--- config.mk ---
export PLATFORM = sky130hd
export DESIGN_NAME = multi_freq_counter
export DESIGN_NICKNAME = d
export VERILOG_FILES = /design/src/rtl/multi_freq_counter.sv
export SDC_FILE = /design/constraint.sdc
export NUM_CORES = 1
export LEC_CHECK = 0
export ABC_AREA = 1
export CAP_MARGIN = 20
export CORE_MARGIN = 10
export CORE_UTILIZATION = 38
export CTS_CLUSTER_SIZE = 28
export DETAILED_ROUTE_END_ITERATION = 10
export PLACE_DENSITY = 0.55
export SYNTH_ARGS = -nofsm -noshare
export SYNTH_HDL_FRONTEND = slang
export SYNTH_SLANG_ARGS = --single-unit
--- constraint.sdc ---
create_clock -name clk -period 2.6 [get_ports clk]
set_input_delay 0.52 -clock clk [delete_from_list [all_inputs] [get_ports clk]]
set_output_delay 0.52 -clock clk [all_outputs]
set_load 0.01 [all_outputs]
--- src/rtl/multi_freq_counter.sv ---
// Multi-channel gated edge counter: counts synchronised pulse edges per gate window,
// snapshots every channel at window end and streams (chan, count, ovf) records out.
module multi_freq_counter #(
    parameter int CHANNELS    = 4,
    parameter int GATE_CYCLES = 100_000_000,
    parameter int COUNT_W     = 32,
    parameter int SYNC_STAGES = 2,
    parameter int EDGE_MODE   = 0,
    localparam int CHAN_W     = (CHANNELS > 1) ? $clog2(CHANNELS) : 1
) (
    input  logic                clk,
    input  logic                rst,
    input  logic                enable,
    input  logic [CHANNELS-1:0] pulse_in,
    output logic                res_valid,
    input  logic                res_ready,
    output logic [CHAN_W-1:0]   res_chan,
    output logic [COUNT_W-1:0]  res_count,
    output logic                res_ovf,
    output logic                gate_active,
    output logic                gate_tick,
    output logic                overrun
);
    // state  | meaning
    // S_IDLE | no snapshot pending, res_valid low
    // S_SEND | presenting shadow[ptr], advancing on each handshake

    localparam int GATE_W = (GATE_CYCLES > 1) ? $clog2(GATE_CYCLES) : 1;
    localparam logic [GATE_W-1:0]  GATE_LAST = GATE_W'(GATE_CYCLES - 1);
    localparam logic [COUNT_W-1:0] COUNT_MAX = '1;
    localparam logic [CHAN_W-1:0]  LAST_CHAN = CHAN_W'(CHANNELS - 1);

    typedef enum logic {S_IDLE, S_SEND} state_t;

    logic [CHANNELS-1:0] sync_q [SYNC_STAGES];
    logic [CHANNELS-1:0] prev_q;
    logic [CHANNELS-1:0] edge_det;
    logic [GATE_W-1:0]   gate_cnt;
    logic [COUNT_W-1:0]  live_cnt   [CHANNELS];
    logic [COUNT_W-1:0]  live_nxt   [CHANNELS];
    logic [COUNT_W-1:0]  shadow_cnt [CHANNELS];
    logic [CHANNELS-1:0] live_ovf;
    logic [CHANNELS-1:0] ovf_nxt;
    logic [CHANNELS-1:0] shadow_ovf;
    state_t              state;
    logic [CHAN_W-1:0]   ptr;

    always_ff @(posedge clk or negedge rst) begin
        if (!rst) begin
            for (int s = 0; s < SYNC_STAGES; s++) sync_q[s] <= '0;
            prev_q <= '0;
        end else begin
            sync_q[0] <= pulse_in;
            for (int s = 1; s < SYNC_STAGES; s++) sync_q[s] <= sync_q[s-1];
            prev_q <= sync_q[SYNC_STAGES-1];
        end
    end

    if (EDGE_MODE == 1) begin : g_fall
        assign edge_det = ~sync_q[SYNC_STAGES-1] & prev_q;
    end else if (EDGE_MODE == 2) begin : g_both
        assign edge_det = sync_q[SYNC_STAGES-1] ^ prev_q;
    end else begin : g_rise
        assign edge_det = sync_q[SYNC_STAGES-1] & ~prev_q;
    end

    assign gate_active = enable & rst;
    assign gate_tick   = gate_active && (gate_cnt == GATE_LAST);

    always_ff @(posedge clk or negedge rst) begin
        if (!rst) begin
            gate_cnt <= '0;
        end else if (!enable || gate_tick) begin
            gate_cnt <= '0;
        end else begin
            gate_cnt <= gate_cnt + 1'b1;
        end
    end

    // Next live value includes this cycle's edge, so the snapshot sees it too.
    always_comb begin
        for (int i = 0; i < CHANNELS; i++) begin
            live_nxt[i] = live_cnt[i];
            ovf_nxt[i]  = live_ovf[i];
            if (edge_det[i]) begin
                if (live_cnt[i] == COUNT_MAX) ovf_nxt[i] = 1'b1;
                else                          live_nxt[i] = live_cnt[i] + 1'b1;
            end
        end
    end

    always_ff @(posedge clk or negedge rst) begin
        if (!rst) begin
            for (int i = 0; i < CHANNELS; i++) begin
                live_cnt[i]   <= '0;
                shadow_cnt[i] <= '0;
            end
            live_ovf   <= '0;
            shadow_ovf <= '0;
        end else begin
            if (gate_tick) begin
                for (int i = 0; i < CHANNELS; i++) shadow_cnt[i] <= live_nxt[i];
                shadow_ovf <= ovf_nxt;
            end
            if (!enable || gate_tick) begin
                for (int i = 0; i < CHANNELS; i++) live_cnt[i] <= '0;
                live_ovf <= '0;
            end else begin
                for (int i = 0; i < CHANNELS; i++) live_cnt[i] <= live_nxt[i];
                live_ovf <= ovf_nxt;
            end
        end
    end

    // A new snapshot while still sending wins over the pending handshake.
    always_ff @(posedge clk or negedge rst) begin
        if (!rst) begin
            state     <= S_IDLE;
            ptr       <= '0;
            res_valid <= 1'b0;
            overrun   <= 1'b0;
        end else begin
            case (state)
                S_IDLE: begin
                    if (gate_tick) begin
                        state     <= S_SEND;
                        ptr       <= '0;
                        res_valid <= 1'b1;
                    end
                end
                S_SEND: begin
                    if (gate_tick) begin
                        overrun <= 1'b1;
                        ptr     <= '0;
                    end else if (res_ready) begin
                        if (ptr == LAST_CHAN) begin
                            state     <= S_IDLE;
                            res_valid <= 1'b0;
                        end else begin
                            ptr <= ptr + 1'b1;
                        end
                    end
                end
                default: begin
                    state     <= S_IDLE;
                    res_valid <= 1'b0;
                end
            endcase
        end
    end

    assign res_chan  = ptr;
    assign res_count = shadow_cnt[ptr];
    assign res_ovf   = shadow_ovf[ptr];

endmodule

* Yosys cells after proc, flatten, opt, wreduce, memory -nomap -nowiden
Cells that the tools add are included.
Cells by class: add/subtract/negate cells 6, $lt $le $gt $ge 2, equality and inequality tests 12, mux-type cells 39, bitwise logic cells 5, reduce and logical (&&, ||, !) cells 6
Operators with widths (count):
- $mux 32 | 10
- $add 32x1->32 const B | 4
- $eq 32x32->1 const B | 4
- $mux 128 | 1
- $bmux 32 s2 | 1
- $add 27x1->27 const B | 1
- $eq 27x27->1 const B | 1
- $mux 27 | 1
- $mux 1 | 17
- $mux 2 | 4
- $ne 2x2->1 const B | 3
- $ne 3x3->1 const B | 2
- $and 4x4->4 | 1
- $mux 4 | 1
- $not 4->4 | 1
- $pmux 1 s2 | 2
- $pmux 2 s2 | 1
- $reduce_and 4->1 | 1
- $ge 3x3->1 const B | 1
- $lt 2x3->1 const B | 1
- $not 2->3 | 1
- $reduce_and 3->1 | 1
- $add 2x1->2 const B | 1
- $bmux 1 s2 | 1
- 8 further kinds | 8
Storage, ports and cells: bits in registers 308, output and inout port bits 39, logic and storage cells 88

* Depth between registers and ports, before layout
Gate-level depths: netlist of the first run.
word-level depth 5, depth in mapped cells 13, depth with buffers taken out 13

* Worst setup path before layout of the first run
OpenSTA, ideal clock, no wires.
kind flip-flop to output port, start register gate_cnt[0], end output port gate_tick, arrival 1568 ps, path slack 512 ps, cell stages (with the launch flop) 10, buffers on the path 2, cell sequence dfrtp_1 -> ha_1 -> nand2_1 -> nor2_2 -> nand2_1 -> nor2_2 -> inv_2 -> nor3_4 -> buf_4 -> buf_4
On the way: word-level cells in the longest chain between the ends 2
RTL lines:
- start: declaration | RTL line 38 | logic [GATE_W-1:0] gate_cnt;
- start signal: assignment | RTL line 76 | gate_cnt <= gate_cnt + 1'b1;
- $eq 27x27->1 | RTL line 68 | assign gate_tick = gate_active && (gate_cnt == GATE_LAST);
- $logic_and 1x1->1 | RTL line 68
- end: declaration | RTL line 21 | output logic gate_tick,
Every way passes these cells.

* Final worst setup path of the first run
start register ptr[0] (netlist: res_chan[0]), end output port res_count[17]
On the way: word-level cells in the longest chain between the ends 4
RTL lines:
- start: declaration | RTL line 46 | logic [CHAN_W-1:0] ptr;
- start signal: assignment | RTL line 140 | ptr <= ptr + 1'b1;
- $not 2->3 (implied by the code) | RTL line 153 | assign res_count = shadow_cnt[ptr];
- $bmux 32 s2 | RTL line 153
- $mux 32 (implied by the code) (2 in a row) | RTL line 153
- end: declaration | RTL line 18 | output logic [COUNT_W-1:0] res_count,
Every way passes these cells. The select of a mux whose other input is x is not followed.

==> metrics.md, run 1 <==
| Metric | Value |
|---|---|
| Core Rows | `77` |
| Setup repair after global routing missed its margin | `true` |
| Total design power | `roughly 11 mW` |
| Cell with the most instances after synthesis | `sky130_fd_sc_hd__nand2_1` |
| Maximum clock frequency | `between 300 and 400 MHz` |
| Nets | `2586` |
| Number of fill cells | `about 4.6k` |
| Die boundary width | `232.3 um` |
| Post-synthesis register bit count | `308` |
| Worst setup EP type | `output pin` |
| Clock power share | `approximately 52%` |
| Wire length of the first global-routing pass | `between 80000 and 90000 um` |
| Relative slew margins | `approximately 38%` |
| Instance count of the mapped netlist | `between 2k and 3k` |
| Proportion of layout cells with a drive suffix above 1 | `6.346%` |
| Main flop type after synthesis | `sky130_fd_sc_hd__dfrtp_1` |
| Worst-path clk slew | `approximately 60 ps` |
| Routability cong. | `around 0.9` |
| Tightest Pin Transition | `roughly 930 ps` |
| Top Ports | `47` |
| Total Wirelength | `53400 um` |
| TritonCTS buffer count | `37` |
| Final setup fails | `0` |
| GR Overflow Total | `0` |
| Drt first-iter violations | `around 1.4k` |
| Area grow syn2layout | `16.29%` |
| Number of nets with antenna violations after routing | `0` |
| All-Layer GR Usage | `between 10% and 20%` |
| Setup Crit Path Kind | `reg -> out` |
| Switching Fraction | `22.87%` |
| Total half-perimeter wirelength after legalization and detailed placement | `39030 um` |
| Via count of the first global-routing pass | `15.06k` |
| Buffer levels on the longest clock path | `3` |
| Number of iterations in the first detailed-routing pass | `5` |
| Share of async-settable or async-resettable flops after synthesis | `100.0%` |
| DRC errors left | `0` |
| VDD IR-drop max | `roughly 0.37 mV` |
| Skew-Pair Late Insertion Delay | `between 500 and 600 ps` |
| Startpoint kind of the worst setup timing path | `register` |
| Count of different cell masters after synthesis | `29` |
| Avg Synthesized Cell Area | `between 6 and 7 um2` |
| Synthesized netlist net count | `about 2.5k` |
| CP peak stage delay | `~510 ps` |
| Biggest area contributors in the synthesized netlist | `sky130_fd_sc_hd__dfrtp_1, sky130_fd_sc_hd__nand2_1, sky130_fd_sc_hd__nor2_1` |
| Deepest level of the CTS H-tree | `2` |
| Sequential cell fraction of total power | `between 40% and 50%` |
| Leakage | `between 9 and 10 nW` |
| Most instantiated cells after synthesis | `sky130_fd_sc_hd__nand2_1, sky130_fd_sc_hd__nor2_1, sky130_fd_sc_hd__dfrtp_1, sky130_fd_sc_hd__nand3_1, sky130_fd_sc_hd__inv_1` |
| Cell with the biggest individual delay on the critical path | `sky130_fd_sc_hd__dfrtp_2` |
| Starting utilization of the core area | `38.56%` |
| Cell accounting for the most synthesized area | `sky130_fd_sc_hd__dfrtp_1` |
| Number of buffer and inverter instances along the worst setup path | `3` |
| Number of enable-type register cells in the synthesized netlist | `0` |
| Netlist area before placement | `~17000 um2` |
| Detailed-route vias per instance | `a little over 5` |
| Total internal power | `about 8.3 mW` |
| Die Y | `~230 um` |
| Worst Path Arrival | `around 2100 ps` |
| Antenna violations before repair | `1` |
| Final Hold Violating Endpoints | `0` |
| Tcrit/Tclk final | `around 100%` |
| Maximum fanout along the worst path | `14` |
| Share of total power in combinational logic | `under 10%` |
| Min Tclk post-route | `2599 ps` |
| Diodes inserted | `0` |
| Class of the worst hold path | `in -> async` |
| Ordered cell list for the critical path | `inv_6, clkbuf_16, nor2_2, o22ai_1, dlygate4sd2_1` |
| Maximum number of pins on one net before global-route repair | `around 170` |
| Crit. Startpoint | `res_chan[0]$_DFFE_PN0P_` |
| Result of the run | `completed` |
| Worst setup skew after layout | `about 13 ps` |
| Largest delay share family, worst path | `buffers and inverters` |
| Power density of the placed cells | `~540 nW/um2` |
| Core utilization of the finished layout | `approximately 45%` |
| Startpoint of the most critical register-to-register path | `gate_cnt[0]$_DFF_PN0_` |
| Synth warn | `0` |
| Buffer cell driving the clock tree root | `sky130_fd_sc_hd__clkbuf_16` |
| I/O Buffers | `between 40 and 50` |
| Clock Sink Count | `around 300` |
| Proportion of netlist area held by the largest area contributor | `45.00%` |
| Clock tree from TritonCTS | `yes` |
| Sequential element share of the synthesized area | `45.00%` |
| Core Area | `~44000 um2` |
| Max_cap viols | `0` |
| Area enclosed by the die boundary | `about 54000 um2` |
| Routed wirelength normalized by instance count | `16.73 um` |
| Total vias in the final route | `around 16k` |
| Endpoint required time on the critical path | `2080 ps` |
| Net switching component of the power | `approximately 2.4 mW` |
| Max Transition Viols Final | `0` |
[cell families (layout without fill, tap and decap cells)]
group / after synthesis / count (layout) / share of synthesized area, %
buf+inv: 323 / 407 / 7.809
xor+xnor: 25 / 25 / 1.278
fa+ha+maj: 6 / 6 / 0.4383
compound gates: 154 / 154 / 4.887
flops: 308 / 308 / 45.00
simple gates: 1700 / 1700 / 40.59
[power by group through the flow]
stage	Combinational [mW]	Clock [mW]	Sequential, mW
2_1_floorplan	0.0981	0	4.92
3_3_place_gp	0.277	0	4.92
3_5_place_dp	0.279	0	4.92
4_1_cts	0.283	5.71	4.83
5_1_grt	0.316	5.92	4.83
6_report	0.275	5.59	4.83
[repair_timing]
action | CTS | global route
hold buffers | 0 | 0
setup endpoints to repair | 34 | 26
pin swaps | 6 | 6
gates cloned | 0 | 1
gates resized for setup | 64 | 24
buffers inserted | 4 | 3
[stage by stage]
step                      instances  setup TNS, ps  hold slack [ps]  instance area (um2)  setup slack [ps]
after floorplan                2516              0            224.4                17130             511.8
after global placement         3117         -42330            333.6                18450            -436.1
after detailed placement       3117         -44520            334.7                18450            -424.1
after CTS                      3188         -615.2            126.9                19830            -263.6
after global routing           3192         -162.5            141.0                19920            -38.76
final                          3192              0            62.11                19920            0.5818
[state kept, by name, indices dropped and copies added (netlist names)]
register / count
overrun: 1
res_valid: 1
state: 1
sync_q: 8
shadow_ovf: 4
live_ovf: 4
prev_q: 4
res_chan: 2
gate_cnt: 27
shadow_cnt: 128
live_cnt: 128
[path summary, 6_finish.rpt]
path	end	slack (ps)	cells past startpoint
worst max-delay path	res_count[17]	0.6	5
worst min-delay path	gate_cnt[0]$_DFF_PN0_	60	2
worst max register to register	shadow_cnt[20]$_DFFE_PN0P_	260	13
worst min register to register	sync_q[2]$_DFF_PN0_	350	0
max in group asynchronous	shadow_cnt[81]$_DFFE_PN0P_	1090	3
min in group clk	sync_q[2]$_DFF_PN0_	350	0
[worst reg2reg max path: cells and delay by family, from the launching register on]
family | cells | cell delay, ps
AND/OR/NAND/NOR | 7 | 830
flip-flops | 1 | 390
adder cells (fa/ha/maj) | 1 | 160
buffers and inverters | 5 | 850
[metal layers]
layer	vias to the layer above	global-route usage, %	wire length (um)
met1	7584	28.51	26000
met5	-	0	0
li1	8044	-	-
met2	353	30.03	23330
met3	64	3.567	2914
met4	0	5.003	1158
[area by class of cell]
cell class / instances / area (um2) / share of cell area [%]
Clock buffer: 49 / 1094 / 5.490
Sequential cell: 308 / 7710 / 38.71
Multi-Input combinational cell: 1885 / 8197 / 41.15
Timing Repair Buffer: 108 / 1089 / 5.465
Inverter: 232 / 878.3 / 4.410
Clock inverter: 18 / 210.2 / 1.055
Tap cell: 592 / 740.7 / 3.719
[cells in the final DEF (no fill, tap or decap), drive strengths merged, types with 3 or more instances in the layout]
cell           instances
bufinv                 4
dlygate4sd2           24
nand3b                12
o21bai                 3
clkdlybuf4s50         11
ha                     6
nor3b                  7
nand3                248
buf                   63
nand4                 46
nor3                  32
nand2                939
clkinvlp               5
inv                  233
a21oi                 33
o22ai                 34
xor2                  16
clkbuf                52
nor2                 411
o21ai                 77
and2                   3
clkdlybuf4s15          5
dfrtp                308
xnor2                  9
clkinv                 8
a21o                   6
Power figures use the tool's default switching activity.
==> run 2: changes to the inputs <==
--- a/config.mk
+++ b/config.mk
@@ -8,10 +8,9 @@
 export ABC_AREA = 1
 export CAP_MARGIN = 20
 export CORE_MARGIN = 10
-export CORE_UTILIZATION = 38
-export CTS_CLUSTER_SIZE = 28
+export CORE_UTILIZATION = 30
 export DETAILED_ROUTE_END_ITERATION = 10
-export PLACE_DENSITY = 0.55
+export PLACE_DENSITY = 0.47
 export SYNTH_ARGS = -nofsm -noshare
 export SYNTH_HDL_FRONTEND = slang
 export SYNTH_SLANG_ARGS = --single-unit
==> run 2 against run 1 <==
  * First-iteration DRC count down 8.3%
  * Design area rose by 2.0%
  * Global-route usage down 3.0 points
  * Sequential share of layout area fell by 0.76 points
  * Sequential power is essentially flat
  * Register-to-register slack worse by 50 ps
  * Power grew 2.0%
  * Utilization shrank 8.9 points
  * Critical path type unchanged
  * Critical endpoint is now gate_tick
==> metrics.md, run 2 (synthesis gave the netlist of run 1 again) <==
| Metric | Value |
|---|---|
| Detailed-route vias per instance | `around 4.8` |
| Final setup fails | `0` |
| Final Hold Violating Endpoints | `0` |
| Die boundary width | `about 260 um` |
| Total met3 wirelength after detailed routing | `about 3000 um` |
| Endpoint required time on the critical path | `about 2100 ps` |
| Total internal power | `approximately 8.5 mW` |
| Class of the worst hold path | `in -> async` |
| Drt first-iter violations | `1311` |
| Power density of the placed cells | `between 500 and 600 nW/um2` |
| Most used cells in the layout excluding fill and tap cells | `sky130_fd_sc_hd__nand2_1, sky130_fd_sc_hd__nor2_1, sky130_fd_sc_hd__dfrtp_1, sky130_fd_sc_hd__nand3_1, sky130_fd_sc_hd__inv_1` |
| TritonCTS buffer count | `39` |
| DRC errors left | `0` |
| Maximum fanout along the worst path | `3` |
| Max_cap viols | `0` |
| Deepest level of the CTS H-tree | `2` |
| Via count of the first global-routing pass | `between 15k and 20k` |
| Pre-CTS setup slack | `-507.8 ps` |
| Core utilization of the finished layout | `a little over a third` |
| Total half-perimeter wirelength after legalization and detailed placement | `between 40000 and 50000 um` |
| Setup Crit Path Kind | `reg -> out` |
| Relative slew margins | `34.47%` |
| Buffer cell driving the clock tree root | `sky130_fd_sc_hd__clkbuf_16` |
| Crit. Startpoint | `gate_cnt[0]$_DFF_PN0_` |
| Total vias in the final route | `approximately 16k` |
| Max Transition Viols Final | `0` |
| Maximum number of pins on one net before global-route repair | `approximately 160` |
| Proportion of layout cells with a drive suffix above 1 | `~7%` |
| Switching Fraction | `~22%` |
| Antenna violations before repair | `1` |
| Min Tclk post-route | `around 2600 ps` |
| Number of nets with antenna violations after routing | `0` |
| Startpoint kind of the worst setup timing path | `register` |
| Sequential cell fraction of total power | `roughly 44%` |
| Starting utilization of the core area | `roughly 30%` |
| Capturing instance or port of the critical path | `gate_tick` |
| Maximum clock frequency | `~390 MHz` |
| Buffer levels on the longest clock path | `3` |
| Worst setup EP type | `output pin` |
| Registers with the highest flip-flop counts | `live_cnt (128), shadow_cnt (128), gate_cnt (27)` |
| GR Overflow Total | `0` |
| Leakage | `approximately 10 nW` |
| I/O Buffers | `46` |
| FF-to-FF setup slack | `210 ps` |
| Most used cell, CP | `sky130_fd_sc_hd__nor2_4` |
| Net switching component of the power | `around 2.4 mW` |
| Setup repair after global routing missed its margin | `true` |
| Wire length of the first global-routing pass | `about 89000 um` |
| Die Y | `258.9 um` |
| Ordered cell list for the critical path | `ha_4, nand2_4, nor2_4, nand2_2, nor2_4, inv_2, nor3_4, buf_6` |
| Startpoint of the most critical register-to-register path | `gate_cnt[0]$_DFF_PN0_` |
| VDD IR-drop max | `approximately 0.45 mV` |
| Top Ports | `47` |
| Tightest Pin Transition | `982.9 ps` |
| Critical register-to-register path endpoint | `shadow_cnt[123]$_DFFE_PN0P_` |
| Clock tree from TritonCTS | `yes` |
| Routability cong. | `~0.87` |
| Nets | `approximately 2.6k` |
| Routed wirelength normalized by instance count | `roughly 17 um` |
| Reg2reg path depth | `12` |
| Total Wirelength | `~57000 um` |
| Core Rows | `87` |
| Clock power share | `53.1%` |
| Worst-case setup margin in the final layout | `approximately 15 ps` |
| Min Hold Slack | `slightly below 9 ps` |
| Leading cell type in the layout, fill and taps excluded | `sky130_fd_sc_hd__nand2_1` |
| Number of hold buffers added after cts | `0` |
| Core Area | `~56000 um2` |
| Clock Sink Count | `about 310` |
| Number of fill cells | `around 6k` |
| Worst Path Arrival | `around 2100 ps` |
| Met1 routed wirelength after detailed routing | `between 20000 and 30000 um` |
| Skew-Pair Late Insertion Delay | `approximately 560 ps` |
| Worst setup skew after layout | `around 16 ps` |
| Highest metal layer with signal wires | `met5` |
| Area grow syn2layout | `18.60%` |
| Number of iterations in the first detailed-routing pass | `6` |
| CP peak stage delay | `between 400 and 500 ps` |
| Tcrit/Tclk final | `99.42%` |
| Cell with the biggest individual delay on the critical path | `sky130_fd_sc_hd__dfrtp_1` |
| Result of the run | `completed` |
| Worst-path clk slew | `approximately 50 ps` |
| Area enclosed by the die boundary | `between 60000 and 70000 um2` |
| Length of routed met2 wiring | `approximately 24000 um` |
| All-Layer GR Usage | `16.82%` |
| Share of total power in combinational logic | `around 2.7%` |
## run 2: cell count changes in the layout (fill, tap and decap cells not counted), sizes merged
| cell | change |
|---|---|
| clkbuf | +10 |
| clkinvlp | -2 |
| inv | -1 |
| dlymetal6s2s | -1 |
| diode | +1 |
| dlygate4sd2 | -6 |
| clkinv | +1 |
| buf | +19 |
| bufbuf | +1 |
## run 2: critical path: cells and delay by family (launching register included)
kind	cells	cell delay (ps)
fa+ha+maj	1	170
simple gates	5	700
buf+inv	2	230
flops	1	410
## run 2: per-stage QoR
step / TNS [ps] / area (um2) / total power, mW / cells
after floorplan: 0 / 17130 / 5.015 / 2516
after global placement: -42480 / 18830 / 5.214 / 3303
after detailed placement: -41320 / 18830 / 5.215 / 3303
after CTS: -253.4 / 20270 / 11.10 / 3375
after global routing: -95.93 / 20310 / 11.33 / 3377
final: 0 / 20310 / 10.92 / 3378
## run 2: per-layer routing
metal / GRT usage [%] / vias to the layer above
met5: 0.8766 / -
met4: 5.032 / 2
met3: 3.771 / 74
met2: 25.04 / 342
met1: 23.77 / 7632
li1: - / 8086
## run 2: area by class of cell
| cell class | count | area [um2] | area share [%] |
|---|---|---|---|
| repair buffers | 125 | 1210 | 5.956 |
| multi-input cells | 1885 | 8194 | 40.34 |
| inverters | 232 | 875.8 | 4.312 |
| clock inverters | 16 | 187.7 | 0.9239 |
| flip-flops and latches | 308 | 7709 | 37.95 |
| diodes | 1 | 2.502 | 0.01232 |
| clock buffers | 55 | 1189 | 5.852 |
| well taps | 756 | 945.9 | 4.657 |
## run 2: how the worst min path moves through the flow
stage	slack, ps	depth (start not counted)	end	from
6_report	9	2	live_cnt[27]$_DFF_PN0_	rst
3_5_place_dp	340	0	sync_q[3]$_DFF_PN0_	sync_q[7]$_DFF_PN0_
4_1_cts	4	2	live_cnt[27]$_DFF_PN0_	rst
2_1_floorplan	220	0	gate_cnt[0]$_DFF_PN0_	rst
3_3_place_gp	330	0	sync_q[1]$_DFF_PN0_	sync_q[5]$_DFF_PN0_
5_1_grt	30	2	live_cnt[27]$_DFF_PN0_	rst
## run 2: power by group through the flow
stage | clock [mW] | combinational, mW | sequential (mW)
after detailed placement | 0 | 0.296 | 4.92
after floorplan | 0 | 0.0981 | 4.92
after global routing | 6.16 | 0.331 | 4.83
after CTS | 5.97 | 0.297 | 4.83
final | 5.79 | 0.289 | 4.83
after global placement | 0 | 0.296 | 4.92
## run 2: repair_timing
action | CTS | global route
gates resized for setup | 61 | 27
gates cloned | 1 | 0
setup buffers | 0 | 2
pin swaps | 4 | 6
setup endpoints to repair | 34 | 40
==> RTL edit (config.mk and constraints of run 1) <==
Put a register stage on the output `res_count`, cleared by the reset. The value now appears one clock later. The other outputs are not delayed to match.
--- a/src/rtl/multi_freq_counter.sv
+++ b/src/rtl/multi_freq_counter.sv
@@ -150,7 +150,13 @@
     end
 
     assign res_chan  = ptr;
-    assign res_count = shadow_cnt[ptr];
+    always_ff @(posedge clk or negedge rst) begin
+        if (!rst) begin
+            res_count <= '0;
+        end else begin
+            res_count <= shadow_cnt[ptr];
+        end
+    end
     assign res_ovf   = shadow_ovf[ptr];
 
 endmodule
Formal check against the unedited RTL: same outputs for any inputs over 10 cycles, from zero or initial values and one cycle with rst low; that may be too few to reach the edited logic, so the function may still have changed.
==> RTL edit against run 1 <==
Combinational power rose by 8.0%; wire length rose by 3.6%; non-clock buffer count fell by 8; utilization fell by 0.46 points; worst setup slack improved by 28 ps; total power rose by 8.4%; area after synthesis rose by 4.5%; final area rose by 3.7%; synthesized cell count rose by 1.2%; first-iteration DRC count rose by 16%; register-to-register slack got worse by 40 ps; sequential cell count rose by 32; critical path type unchanged.
==> RTL edit: results (changes against run 1) <==
** Status
- The flow ran to the end, and the final reports show no timing, DRC or antenna violations.

** Routing
- Final wirelength :: 55,300 um (+3.6%)
- Routed signal wires occupy layers up through met5.
- Number of DRC violations after detailed-routing iteration 0 :: 1,664 (+16%)
- The via count of the routed design was 16,400 (+2.3%).
- The total routed wire length on the met1 layer came to 26,600 um (+2.5%).
- The met2 wirelength from detailed routing came to 23,900 um (+2.6%).
- The routed wire length on met3 came to 3430 um (+18%).

** Global routing
- The met3 track demand over resource was 0.0362 (+0.000569).
- Via count of the first global-routing pass :: 15,600 (+3.5%)
- Overall Global Routing Usage :: 0.195 (-0.00348)
- Met1 Track Usage GR :: 0.279 (-0.00569)
- The met2 global-route usage came to 0.294 (-0.00628).
- The first-pass GRT wire length is 87,700 um (+3.0%).
- Antenna violations before repair :: 2 (+1)

** Synthesis
- Leading cell types by total area after synthesis :: sky130_fd_sc_hd__dfrtp_1, sky130_fd_sc_hd__nand2_1, sky130_fd_sc_hd__nor2_1
- The net count of the mapped netlist is 2,560 (+1.2%).
- Post-Synth XOR/XNOR Area :: 0.0122 (-0.000547)
- The proportion of synthesized chip area in sequential cells came to 0.475 (+0.0255).
- Synth Instances :: 2,546 (+1.2%)
- List of most frequent post-synthesis cells :: sky130_fd_sc_hd__nand2_1, sky130_fd_sc_hd__nor2_1, sky130_fd_sc_hd__dfrtp_1
- Synthesized-area fraction occupied by ao, oa, aoi and oai cells :: 0.0468 (-0.00209)

** Finish
- The share of layout cells above drive strength 1 is 0.0507 (-0.0127).
- The final cell count without fillers came to 3,229 (+1.2%).
- The largest registers in the layout are live_cnt x128, shadow_cnt x128, res_count x32.
- Area of all sequential standard cells :: 8510 um^2 (+10%)
- The layout filler cell count came to 4,767 (+3.5%).

** Critical path
- For this design, the slowest cell found on the critical path is sky130_fd_sc_hd__dfrtp_1.
- Arrival time of data at the critical path endpoint :: 2050 ps (-30 ps)
- Critical path fanouts, max :: 3 (-11)
- Reg2reg end :: shadow_cnt[12]
- The kind of cell with the highest combined delay along the critical path is simple AND/OR/NAND/NOR gates.
- Slowest cell delay on critical path :: 400 ps (-110 ps)
- Slack of the worst reg-to-reg path :: 220 ps (-40 ps)
- The critical path starts at gate_cnt[0].

** Place
- Placement-stage cell area :: 19,200 um^2 (+4.2%)
- The detailed placer's ending HPWL came to 40,100 um (+2.8%).
- The worst setup slack after placement came to -402 ps (+22.2 ps).
- The final RePlAce weighted congestion was 0.905 (+0.50%).

** STA
- The final setup skew came to 19.1 ps (+6.36 ps).
- Tightest Pin Transition :: 998 ps (+65.5 ps)
- Post-route minimum period :: 2570 ps (-28.3 ps)
- The worst-case hold slack is 345 ps (+283 ps).

** Pwr
- Static leakage :: 10.1 nW (+2.4%)
- Worst vdd rail ir drop :: 0.529 mV (+42%)
- Switching part of the total power :: 0.225 (-0.00385)

** Min path
- In this run the worst hold path is classified as flip-flop to flip-flop.

** Clocking
- Number of buffers inserted during clock tree synthesis :: 40 (+8.1%)
==> RTL edit: repair_timing <==
| action | CTS | global route |
|---|---|---|
| endpoints found under the hold margin | 15 | 0 |
| setup buffers | 0 | 2 |
| resized for setup | 10 | 5 |
| endpoints found under the setup margin | 3 | 24 |
| gates cloned | 0 | 1 |
| hold buffers | 1 | 0 |
| pin swaps | 1 | 4 |
==> RTL edit: area by class of cell <==
class                      count  area share
clock buffer                  50      0.0532
clock inverter                17      0.0126
inverter                     231      0.0421
multi-input combinational   1884       0.393
sequential                   340       0.412
tap                          607      0.0368
timing repair buffer         100      0.0509
==> RTL edit: power by group through the flow <==
stage	Sequential, mW	Combinational, mW	Clock [mW]
global route	5.33	0.340	6.33
detailed placement	5.43	0.305	0
floorplan	5.42	0.0981	0
finish	5.33	0.297	5.97
CTS	5.33	0.307	6.12
global placement	5.43	0.302	0
